File: src/rtl/rr_prio_arbiter.sv
// rr_prio_arbiter: registered N-way request arbiter with runtime-selectable
// fixed-priority (highest index wins) or round-robin arbitration. A grant is
// held until the grantee releases, drops its request, or HOLD_MAX cycles pass.
//
// Ports:
//   clk             - clock, all state on rising edge
//   reset           - synchronous active-high reset
//   req_in          - request vector, bit i = requester i
//   rr_en_in        - 1 = round-robin, 0 = fixed priority
//   release_in      - current grantee finished (ignored when idle)
//   grant_out       - one-hot grant, zero when idle
//   grant_idx_out   - encoded grant index, zero when idle
//   grant_valid_out - a grant is active
//   timeout_out     - one-cycle pulse when a grant was ended purely by HOLD_MAX
module rr_prio_arbiter #(
    parameter int N_REQ    = 8,
    parameter int IDX_W    = $clog2(N_REQ),
    parameter int HOLD_MAX = 16
) (
    input  logic             clk,
    input  logic             reset,
    input  logic [N_REQ-1:0] req_in,
    input  logic             rr_en_in,
    input  logic             release_in,
    output logic [N_REQ-1:0] grant_out,
    output logic [IDX_W-1:0] grant_idx_out,
    output logic             grant_valid_out,
    output logic             timeout_out
);

    localparam int CNT_W = (HOLD_MAX < 1) ? 1 : $clog2(HOLD_MAX + 1);

    typedef enum logic {IDLE, GRANT} state_t;

    state_t           state, state_nx;
    logic [CNT_W-1:0] cnt, cnt_nx;
    logic [IDX_W-1:0] ptr, ptr_nx;
    logic [N_REQ-1:0] grant_nx;
    logic [IDX_W-1:0] idx_nx;
    logic             vld_nx;
    logic             to_nx;

    logic [IDX_W-1:0] fp_win, rr_win, winner;
    logic             drop_rel, hit_to;

    // Winner selection. Round-robin priority is the descending distance from
    // ptr (mod N_REQ): the requester with the smallest distance wins.
    always_comb begin
        int best_d;
        int d;
        fp_win = '0;
        rr_win = '0;
        best_d = N_REQ;
        d      = 0;
        for (int i = 0; i < N_REQ; i++) begin
            if (req_in[i]) begin
                fp_win = IDX_W'(i);
                d = int'(ptr) - i;
                if (d < 0) d = d + N_REQ;
                if (d < best_d) begin
                    best_d = d;
                    rr_win = IDX_W'(i);
                end
            end
        end
        winner = rr_en_in ? rr_win : fp_win;
    end

    // Release or request drop wins over timeout, so timeout_out only flags
    // grants ended purely by the hold counter.
    assign drop_rel = release_in || ~|(req_in & grant_out);
    assign hit_to   = (HOLD_MAX != 0) && (cnt == CNT_W'(HOLD_MAX));

    always_comb begin
        state_nx = state;
        cnt_nx   = cnt;
        ptr_nx   = ptr;
        grant_nx = grant_out;
        idx_nx   = grant_idx_out;
        vld_nx   = grant_valid_out;
        to_nx    = 1'b0;
        case (state)
            IDLE: begin
                grant_nx = '0;
                idx_nx   = '0;
                vld_nx   = 1'b0;
                cnt_nx   = '0;
                if (|req_in) begin
                    state_nx = GRANT;
                    grant_nx = {{(N_REQ-1){1'b0}}, 1'b1} << winner;
                    idx_nx   = winner;
                    vld_nx   = 1'b1;
                    cnt_nx   = CNT_W'(1);
                    // last winner gets lowest round-robin priority next time
                    ptr_nx   = (winner == '0) ? IDX_W'(N_REQ - 1) : winner - 1'b1;
                end
            end
            GRANT: begin
                if (drop_rel || hit_to) begin
                    state_nx = IDLE;
                    grant_nx = '0;
                    idx_nx   = '0;
                    vld_nx   = 1'b0;
                    cnt_nx   = '0;
                    to_nx    = !drop_rel;
                end else if (HOLD_MAX != 0 && cnt != CNT_W'(HOLD_MAX)) begin
                    cnt_nx = cnt + 1'b1;
                end
            end
            default: state_nx = IDLE;
        endcase
    end

    always_ff @(posedge clk) begin
        if (reset) begin
            state           <= IDLE;
            cnt             <= '0;
            ptr             <= IDX_W'(N_REQ - 1);
            grant_out       <= '0;
            grant_idx_out   <= '0;
            grant_valid_out <= 1'b0;
            timeout_out     <= 1'b0;
        end else begin
            state           <= state_nx;
            cnt             <= cnt_nx;
            ptr             <= ptr_nx;
            grant_out       <= grant_nx;
            grant_idx_out   <= idx_nx;
            grant_valid_out <= vld_nx;
            timeout_out     <= to_nx;
        end
    end

endmodule
File: config.mk
export PLATFORM = sky130hd
export DESIGN_NAME = rr_prio_arbiter
export DESIGN_NICKNAME = d
export VERILOG_FILES = /design/src/rtl/rr_prio_arbiter.sv
export SDC_FILE = /design/constraint.sdc
export NUM_CORES = 1
export LEC_CHECK = 0
export CORE_MARGIN = 1.5
export CORE_UTILIZATION = 55
export DETAILED_ROUTE_END_ITERATION = 8
export GPL_TIMING_DRIVEN = 0
export PLACE_DENSITY_LB_ADDON = 0.08
export SETUP_SLACK_MARGIN = 0.4
export SKIP_LAST_GASP = 1
export SLEW_MARGIN = 20
export SYNTH_ARGS = -nofsm -noshare
export SYNTH_HDL_FRONTEND = slang
export SYNTH_SLANG_ARGS = --single-unit
File: constraint.sdc
create_clock -name clk -period 11.52 [get_ports clk]
set_clock_uncertainty 0.1 [all_clocks]
set_input_delay 2.304 -clock clk [delete_from_list [all_inputs] [get_ports clk]]
set_output_delay 2.304 -clock clk [all_outputs]
set_load 0.03 [all_outputs]
* Word level (Yosys, flattened, before mapping)
Index checks and enable logic that the tools add are counted.
** Word-level totals
- Register bits after elaboration :: 22
- Input bits :: 12
- Output and inout port bits :: 13
- Word-level logic and storage cells :: 125
** Operators by class
- Add/subtract/negate cells :: 17
- $lt $le $gt $ge :: 16
- Equal/unequal tests :: 4
- Shift operators :: 1
- Muxes and demuxes :: 68
- Bitwise operators :: 3
- Reductions and logical operators :: 9
** Operators by type and width (number)
- 32-bit 2-to-1 mux :: 29
- 32-bit < comparator :: 7
- 3-bit 2-to-1 mux :: 22
- 4-bit by 5-bit adder with 6-bit output (second input constant) :: 7
- 32-bit by 5-bit < comparator with 1-bit output (second input constant) :: 1
- 4-bit by 1-bit < comparator with 1-bit output (second input constant) :: 7
- 8-bit 2-to-1 mux :: 2
- 8-bit one-hot mux with 2 select lines :: 1
- 8-bit OR reduction :: 2
- 3-bit by 3-bit subtractor with 4-bit output (second input constant) :: 4
- 5-bit 2-to-1 mux :: 3
- 5-bit one-hot mux with 2 select lines :: 1
- 8-bit bitwise AND :: 1
- 1-bit by 3-bit left shift with 8-bit output (first input constant) :: 1
- 3-bit by 2-bit subtractor with 4-bit output (second input constant) :: 2
- 1-bit 2-to-1 mux :: 7
- 3-bit one-hot mux with 2 select lines :: 1
- 3-bit by 4-bit adder with 5-bit output (second input constant) :: 1
- 5-bit by 1-bit adder with 5-bit output (second input constant) :: 1
- 5-bit == test (second input constant) :: 1
- 5-bit inequality test (second input constant) :: 1
- 1-bit one-hot mux with 2 select lines :: 2
- 3-bit by 1-bit subtractor with 4-bit output (second input constant) :: 1
- 3-bit logical NOT :: 1
- other kinds (9) :: 12

* Depth between registers and ports, before layout
Gate-level depths: netlist (run 1).
- Depth after elaboration :: 31
- Mapped depth :: 36
- Depth with buffers taken out :: 33

* Worst setup path before layout (run 1)
Ideal clock, no wire load.
- Path kind :: input port to flip-flop
- Start :: input port req_in[0]
- End :: register ptr[2]
- Library setup time :: 0.067 ns
- Arrival time :: 7.934 ns
- Required time :: 11.353 ns
- Setup slack :: 3.419 ns
- Stages :: 30
- Buffers on the path :: 1
- Path through :: clkbuf_1 > nand2b_1 > o221ai_1 > a311oi_1 > a211oi_1 > o211ai_1 > o211ai_2 > o21ai_0 > o221ai_1 > a21o_1 > o211ai_1 > o21ai_0 > ha_1 > o21a_1 > nor2_1 > or2_2 > o31ai_1 > mux2_2 > ha_1 > o211ai_1 > nor2_1 > nor2_1 > a31oi_1 > o31ai_1 > o32a_1 > inv_1 > ha_1 > nor2_1 > mux2_4 > o21ai_2
** Between the ends
- Longest elaborated chain between the ends :: 25
- Elaborated cells on any way between the ends :: 40
- Those cells by class :: 1 x add/sub; 7 x order compare; 29 x mux; 3 x reduce/logical
** RTL lines
- start: declaration :: line 22 : input logic [N_REQ-1:0] req_in,
- 32-bit 2-to-1 mux :: line 56 : if (req_in[i]) begin
- 32-bit < comparator :: line 60 : if (d < best_d) begin
- 32-bit 2-to-1 mux :: line 60
- 32-bit 2-to-1 mux :: line 56
- 32-bit < comparator :: line 60
- 32-bit 2-to-1 mux :: line 60
- 32-bit 2-to-1 mux :: line 56
- 32-bit < comparator :: line 60
- [... 9 more ...]
- 32-bit 2-to-1 mux :: line 60
- 32-bit 2-to-1 mux :: line 56
- 32-bit < comparator :: line 60
- 3-bit 2-to-1 mux :: line 60
- 3-bit 2-to-1 mux :: line 56
- 3-bit 2-to-1 mux :: line 66 : winner = rr_en_in ? rr_win : fp_win;
- 3-bit by 1-bit subtractor with 3-bit output / 3-bit logical NOT (equally long branches) :: line 95 : ptr_nx = (winner == '0) ? IDX_W'(N_REQ - 1) : winner - 1'b1;
- 3-bit 2-to-1 mux :: line 95
- end signal: assignment :: line 118 : ptr <= IDX_W'(N_REQ - 1);
- end signal: assignment :: line 126 : ptr <= ptr_nx;
- end: declaration :: line 37 : logic [IDX_W-1:0] ptr, ptr_nx;
Several ways; a longest one is shown, not always the timed one.
A chain may end at the register's enable or synchronous reset.

* Worst setup path after layout (run 1)
Ends and elaborated chain as after synthesis.

==> impl_metrics.tcl, run 1 <==
set metrics [dict create \
    dpl_worst_slack_ns 1.95 \
    path_buf_inv 3 \
    cp_common_cell "nor2_1" \
    maxCapViolCount 0 \
    finalHoldViolCount 0 \
    rsz0062_at_grt "no" \
    synth_top_flop_cell "dfxtp_1" \
    vias 2207 \
    hold_ws_ns 0.360 \
    min_path_type "reg2reg" \
    drv_slew 0 \
    switchingPower_w 0.000356 \
    p_leak_nw 0.973 \
    postSynth.asyncResetShare_pct 0 \
    cp_data_required_time_ns 11.62 \
    p_seq_share_pct 14.9 \
    ant_nets 0 \
    slowest_delay_ns 0.61 \
    dp_hpwl_mm 4.33 \
    postCtsSetupBuffers 0 \
    cts_buffers 3 \
    crit_slowest_cell "a311oi_1" \
    dieArea_um2 4350 \
    initialDrtViolationCount 188 \
    drive_gt1_share_pct 11.4 \
    crit_fanout 10 \
    die_height_um 66.0 \
    post_cts_resized 0 \
    post_drt_wl_per_cell_um 16.0 \
    nNetsFinal 333 \
    gp_congestion 0.856 \
    use_met3_pct 1.53 \
    intPower_w 0.000367 \
    syn_nets 306 \
    crit_type "in2reg" \
    grt_pass1_vias 2055 \
    synth.distinct_cells 71 \
    drt-total-wl_mm 5.68 \
    core.rowCount 22 \
    synth_edf_count 0 \
    regArea_um2 440 \
    drt_pass1_iterations 4 \
    fin_ws_ns 2.07 \
    cts-htree-levels 1 \
    clk_latency_ns 0.26 \
    max_freq_mhz 106 \
    coreArea_um2 3740 \
    power_density_nw_per_um2 286 \
    synthCells 281 \
    clock-root-buffer "clkbuf_8" \
    tightest_slew_ns 0.563 \
    placement.io_buffers 22 \
    synthesis.area_um2 2180 \
    diodes 0 \
    arrival_ns 9.55 \
    period_needed_ns 9.45 \
    status "finished clean" \
    start_util_pct 58.2 \
    fillers 337 \
    yosysTopAreaCell "dfxtp_1" \
    fp.dieW_um 66.0 \
    slew_headroom_pct 61.5 \
    grt_pass1_wl_mm 9.48 \
    synth_top_area_share_pct 20.2 \
    drc 0 \
    synthTopCellsByArea "dfxtp_1 (20%), ha_1 (7.5%), nand2_1 (4.8%), nor2_1 (4.8%), a21oi_1 (4.1%)" \
    setup_violations 0 \
    hold_buffers 0 \
    antenna_found_initial 0 \
    path_delay_family "compound AO/OA/AOI/OAI gates" \
    grt_start_max_net_pins 14 \
    fin_util_pct 67.6 \
    synth-seq-cells 22 \
    vdd_drop_max_uv 260 \
    met1_usage_pct 35.6 \
    numClockSinks 22 \
    cp-end-kind "flop" \
    switching_share_pct 49.2 \
    ios 25 \
    p_comb_share_pct 75.3 \
    syn2layout_area_growth_pct 16.1 \
    grtUsageTotal_pct 27.5 \
    yosys_warnings 0 \
    place_inst 351 \
    final_cells 355 \
    cts_buffer_depth 2 \
    tns_ns 0 \
    worst_setup_path_start_kind "input port" \
    use_met2_pct 48.9 \
    grt.overflow.total 0 \
    clk_pin_slew_worst_paths_ns 0.08 \
    multi_input_area_um2 1590 \
    finalCritPeriodShare_pct 82.0 \
    syn_area_per_cell_um2 7.76 \
    post_drt_via_cell_ratio 6.22 \
    cts_tree "yes" \
    yosysSeqAreaShare_pct 20.2 \
    busiest_layer "met2" \
    p_clk_share_pct 9.8 \
]
[routing by layer]
metal / up-vias / part of all wire, %
met5: - / 0
met1: 1025 / 45
li1: 1092 / -
met4: 0 / 1.6
met2: 80 / 48
met3: 10 / 6.0
[layout by cell type, fill, tap and decap left out, types with 9 or more instances in the layout]
| cell type | instances |
|---|---|
| dfxtp_1 | 22 |
| nand2_1 | 28 |
| a21oi_1 | 18 |
| inv_1 | 12 |
| o21ai_0 | 16 |
| ha_1 | 13 |
| clkdlybuf4s50_1 | 22 |
| nor2_1 | 28 |
| clkbuf_1 | 9 |
[worst paths after layout]
check / from / endpoint / slack (ns) / cells after the start
worst min-delay path: grant_valid_out$_SDFFE_PP0P_ / grant_valid_out$_SDFFE_PP0P_ / 0.36 / 1
worst max register to register: ptr[1]$_SDFFE_PP1P_ / ptr[2]$_SDFFE_PP1P_ / 3.06 / 34
worst max-delay path: req_in[0] / ptr[2]$_SDFFE_PP1P_ / 2.07 / 31
worst min register to register: grant_valid_out$_SDFFE_PP0P_ / grant_valid_out$_SDFFE_PP0P_ / 0.36 / 1
[cell families after synthesis]
kind of cell / count (synthesis) / share of synthesized area, %
xor+xnor: 7 / 2.81
fa+ha+maj: 14 / 7.98
mux: 3 / 1.66
compound gates: 103 / 37.3
simple gates: 101 / 23.3
buf+inv: 31 / 6.77
flops: 22 / 20.2
[synth_stat cells (all sizes together) (3+ instances only)]
master	n
ha	13
a21o	4
a32oi	3
nand2b	7
o31ai	4
or2	5
clkbuf	9
nor2	29
a21oi	18
o21a	7
xor2	4
a31oi	4
a211oi	3
nor2b	3
a22oi	4
a32o	5
o21ai	17
nor3	7
o211ai	5
nand3	4
and2	8
nand2	28
dfxtp	22
a311oi	5
xnor2	3
a22o	4
buf	10
inv	12
[power groups by stage]
| stage | Combinational, W | Sequential, W | Clock, W |
|---|---|---|---|
| CTS | 0.000538 | 0.000108 | 0.0000719 |
| global route | 0.000601 | 0.000111 | 0.0000740 |
| finish | 0.000544 | 0.000108 | 0.0000710 |
| floorplan | 0.000389 | 0.000133 | 0 |
| detailed placement | 0.000535 | 0.000109 | 0 |
| global placement | 0.000532 | 0.000109 | 0 |
[flip-flops by register name, summed over array words and instances, names as in the netlist]
register,flops
timeout_out,1
ptr,3
grant_idx_out,3
state,1
grant_out,8
cnt,5
grant_valid_out,1
[metrics by stage]
| step | total power (W) | instance area, µm² |
|---|---|---|
| after detailed placement | 0.000644 | 2460 |
| after floorplan | 0.000522 | 2180 |
| after global routing | 0.000786 | 2530 |
| final | 0.000723 | 2530 |
| after CTS | 0.000718 | 2530 |
| after global placement | 0.000641 | 2460 |
[cell type report]
| class | count | share of cell area, % |
|---|---|---|
| Multi-Input combinational cell | 228 | 62.9 |
| Tap cell | 48 | 2.37 |
| Buffer | 19 | 4.05 |
| Clock buffer | 3 | 1.63 |
| Inverter | 12 | 1.78 |
| Sequential cell | 22 | 17.4 |
| Timing Repair Buffer | 22 | 8.70 |
| Clock inverter | 1 | 1.19 |
(Power assumes the default switching activity.)
==> run 2, diff against run 1 <==
==> constraint.sdc (replaced) <==
create_clock -name clk -period 9.7 [get_ports clk]
set_clock_uncertainty 0.1 [all_clocks]
set_input_delay 1.94 -clock clk [delete_from_list [all_inputs] [get_ports clk]]
set_output_delay 1.94 -clock clk [all_outputs]
set_load 0.03 [all_outputs]
==> run 2 against run 1 <==
  * Clock-buffer cell count stayed put
  * Sequential cell count stayed put
  * Largest cell class unchanged
  * Setup slack worse by 1.2 ns
  * Sequential power is 19% higher
==> impl_metrics.tcl, run 2 (same netlist as run 1, synthesis figures left out) <==
set metrics [dict create \
    finalHoldViolCount 0 \
    status "finished clean" \
    arrival_ns 8.96 \
    grt_pass1_wl_mm 9.48 \
    cts_buffer_depth 2 \
    start_util_pct 58.2 \
    max_freq_mhz 113 \
    coreArea_um2 3740 \
    drt_pass1_iterations 5 \
    rsz0062_at_grt "no" \
    fin_ws_ns 0.838 \
    largest_reg_flops 8 \
    cp_common_cell "nor2_1" \
    crit_type "in2reg" \
    worst_setup_path_start_kind "input port" \
    power.total_w 0.000865 \
    crit_fanout 10 \
    fillers 340 \
    fp.dieW_um 66.0 \
    post_drt_wl_per_cell_um 16.2 \
    vias 2233 \
    drive_gt1_share_pct 12.4 \
    numClockSinks 22 \
    slew_headroom_pct 62.2 \
    tightest_slew_ns 0.566 \
    dp_hpwl_mm 4.33 \
    initialDrtViolationCount 230 \
    nNetsFinal 333 \
    cp_data_required_time_ns 9.80 \
    clk_latency_ns 0.26 \
    min_path_type "reg2reg" \
    crit_slowest_cell "a2111oi_1" \
    power_density_nw_per_um2 340 \
    clock-root-buffer "clkbuf_8" \
    cts_buffers 3 \
    cts-htree-levels 1 \
    ant_nets 0 \
    drv_slew 0 \
    mostFrequentLayoutCells "nor2_1 (28), nand2_1 (28), dfxtp_1 (22), clkdlybuf4s50_1 (22), a21oi_1 (18)" \
    antenna_found_initial 0 \
    grt.overflow.total 0 \
    maxCapViolCount 0 \
    p_leak_nw 0.980 \
    ios 25 \
    fin_util_pct 67.9 \
    postCtsSetupBuffers 0 \
    top_register "grant_out" \
    cts_tree "yes" \
    drt-total-wl_mm 5.76 \
    syn2layout_area_growth_pct 16.6 \
    dpl_worst_slack_ns 0.495 \
    grt_start_max_net_pins 14 \
    placement.io_buffers 22 \
    post_drt_via_cell_ratio 6.29 \
    clk_pin_slew_worst_paths_ns 0.08 \
    gp_congestion 0.856 \
    setup_violations 0 \
    postPlaceCellArea_um2 2460 \
    core.rowCount 22 \
    slowest_delay_ns 0.56 \
    grtUsageTotal_pct 27.5 \
    hold_buffers 0 \
    finalCritPeriodShare_pct 91.4 \
    drc 0 \
    period_needed_ns 8.86 \
    cp-end-kind "flop" \
    fin_area_um2 2540 \
    diodes 0 \
    grt_pass1_vias 2055 \
    vdd_drop_max_uv 309 \
    largestRegisters "grant_out: 8 flops, cnt: 5 flops" \
    post_cts_resized 0 \
    dieArea_um2 4350 \
    tns_ns 0 \
    die_height_um 66.0 \
]
==> run 2: cell types whose count changed in the layout (fill, tap and decap cells not counted) <==
cell / delta
a2111oi_0: -1
a311oi_1: -1
clkbuf_2: +2
a2111oi_1: +1
clkbuf_1: -2
a311oi_2: +1
==> run 2: worst max-delay path: cells and delay by family <==
kind	cells	cell delay [ns]
compound gates	17	3.94
fa+ha+maj	3	0.81
buf+inv	3	0.95
mux	2	0.66
simple gates	6	0.64
==> run 2: final cells by class <==
class                           instances  area, µm²  area share, %
Clock inverter                          1       30.0           1.18
Timing Repair Buffer                   22        220           8.67
Tap cell                               48       60.1           2.36
Clock buffer                            3       41.3           1.62
Sequential cell                        22        440           17.3
Inverter                               12       45.0           1.77
Multi-Input combinational cell        228       1600           62.9
Buffer                                 19        105           4.14
==> run 2: layer usage <==
| metal | routed length [µm] | up-vias | global-route usage (%) |
|---|---|---|---|
| li1 | - | 1094 | - |
| met1 | 2620 | 1049 | 35.6 |
| met2 | 2710 | 76 | 48.9 |
| met3 | 309 | 14 | 1.53 |
| met4 | 126 | 0 | 8.67 |
| met5 | 0 | - | 0 |
==> run 2: power breakdown <==
part	switching (W)	leakage, nW	internal, W
Combinational	0.000382	0.764	0.000270
Clock	0.0000291	0.0357	0.0000551
Sequential	0.0000161	0.180	0.000112
==> run 2: per-stage QoR <==
step,instances,hold WS [ns]
after floorplan,281,0.388
after global placement,351,0.340
final,355,0.360
after CTS,355,0.368
after detailed placement,351,0.340
after global routing,355,0.398
==> run 2: path summary, 6_finish.rpt <==
path / from / to / slack (ns) / depth (start not counted)
worst min-delay path: grant_valid_out$_SDFFE_PP0P_ / grant_valid_out$_SDFFE_PP0P_ / 0.36 / 1
worst min register to register: grant_valid_out$_SDFFE_PP0P_ / grant_valid_out$_SDFFE_PP0P_ / 0.36 / 1
worst max register to register: ptr[1]$_SDFFE_PP1P_ / ptr[2]$_SDFFE_PP1P_ / 1.20 / 34
worst max-delay path: req_in[0] / ptr[2]$_SDFFE_PP1P_ / 0.84 / 31
==> run 3, diff against run 2 <==
--- a/config.mk
+++ b/config.mk
@@ -11,7 +11,6 @@
 export GPL_TIMING_DRIVEN = 0
 export PLACE_DENSITY_LB_ADDON = 0.08
 export SETUP_SLACK_MARGIN = 0.4
-export SKIP_LAST_GASP = 1
 export SLEW_MARGIN = 20
 export SYNTH_ARGS = -nofsm -noshare
 export SYNTH_HDL_FRONTEND = slang
==> results of run 3 <==
No change in the layout: final DEF, timing and power equal those of run 2.
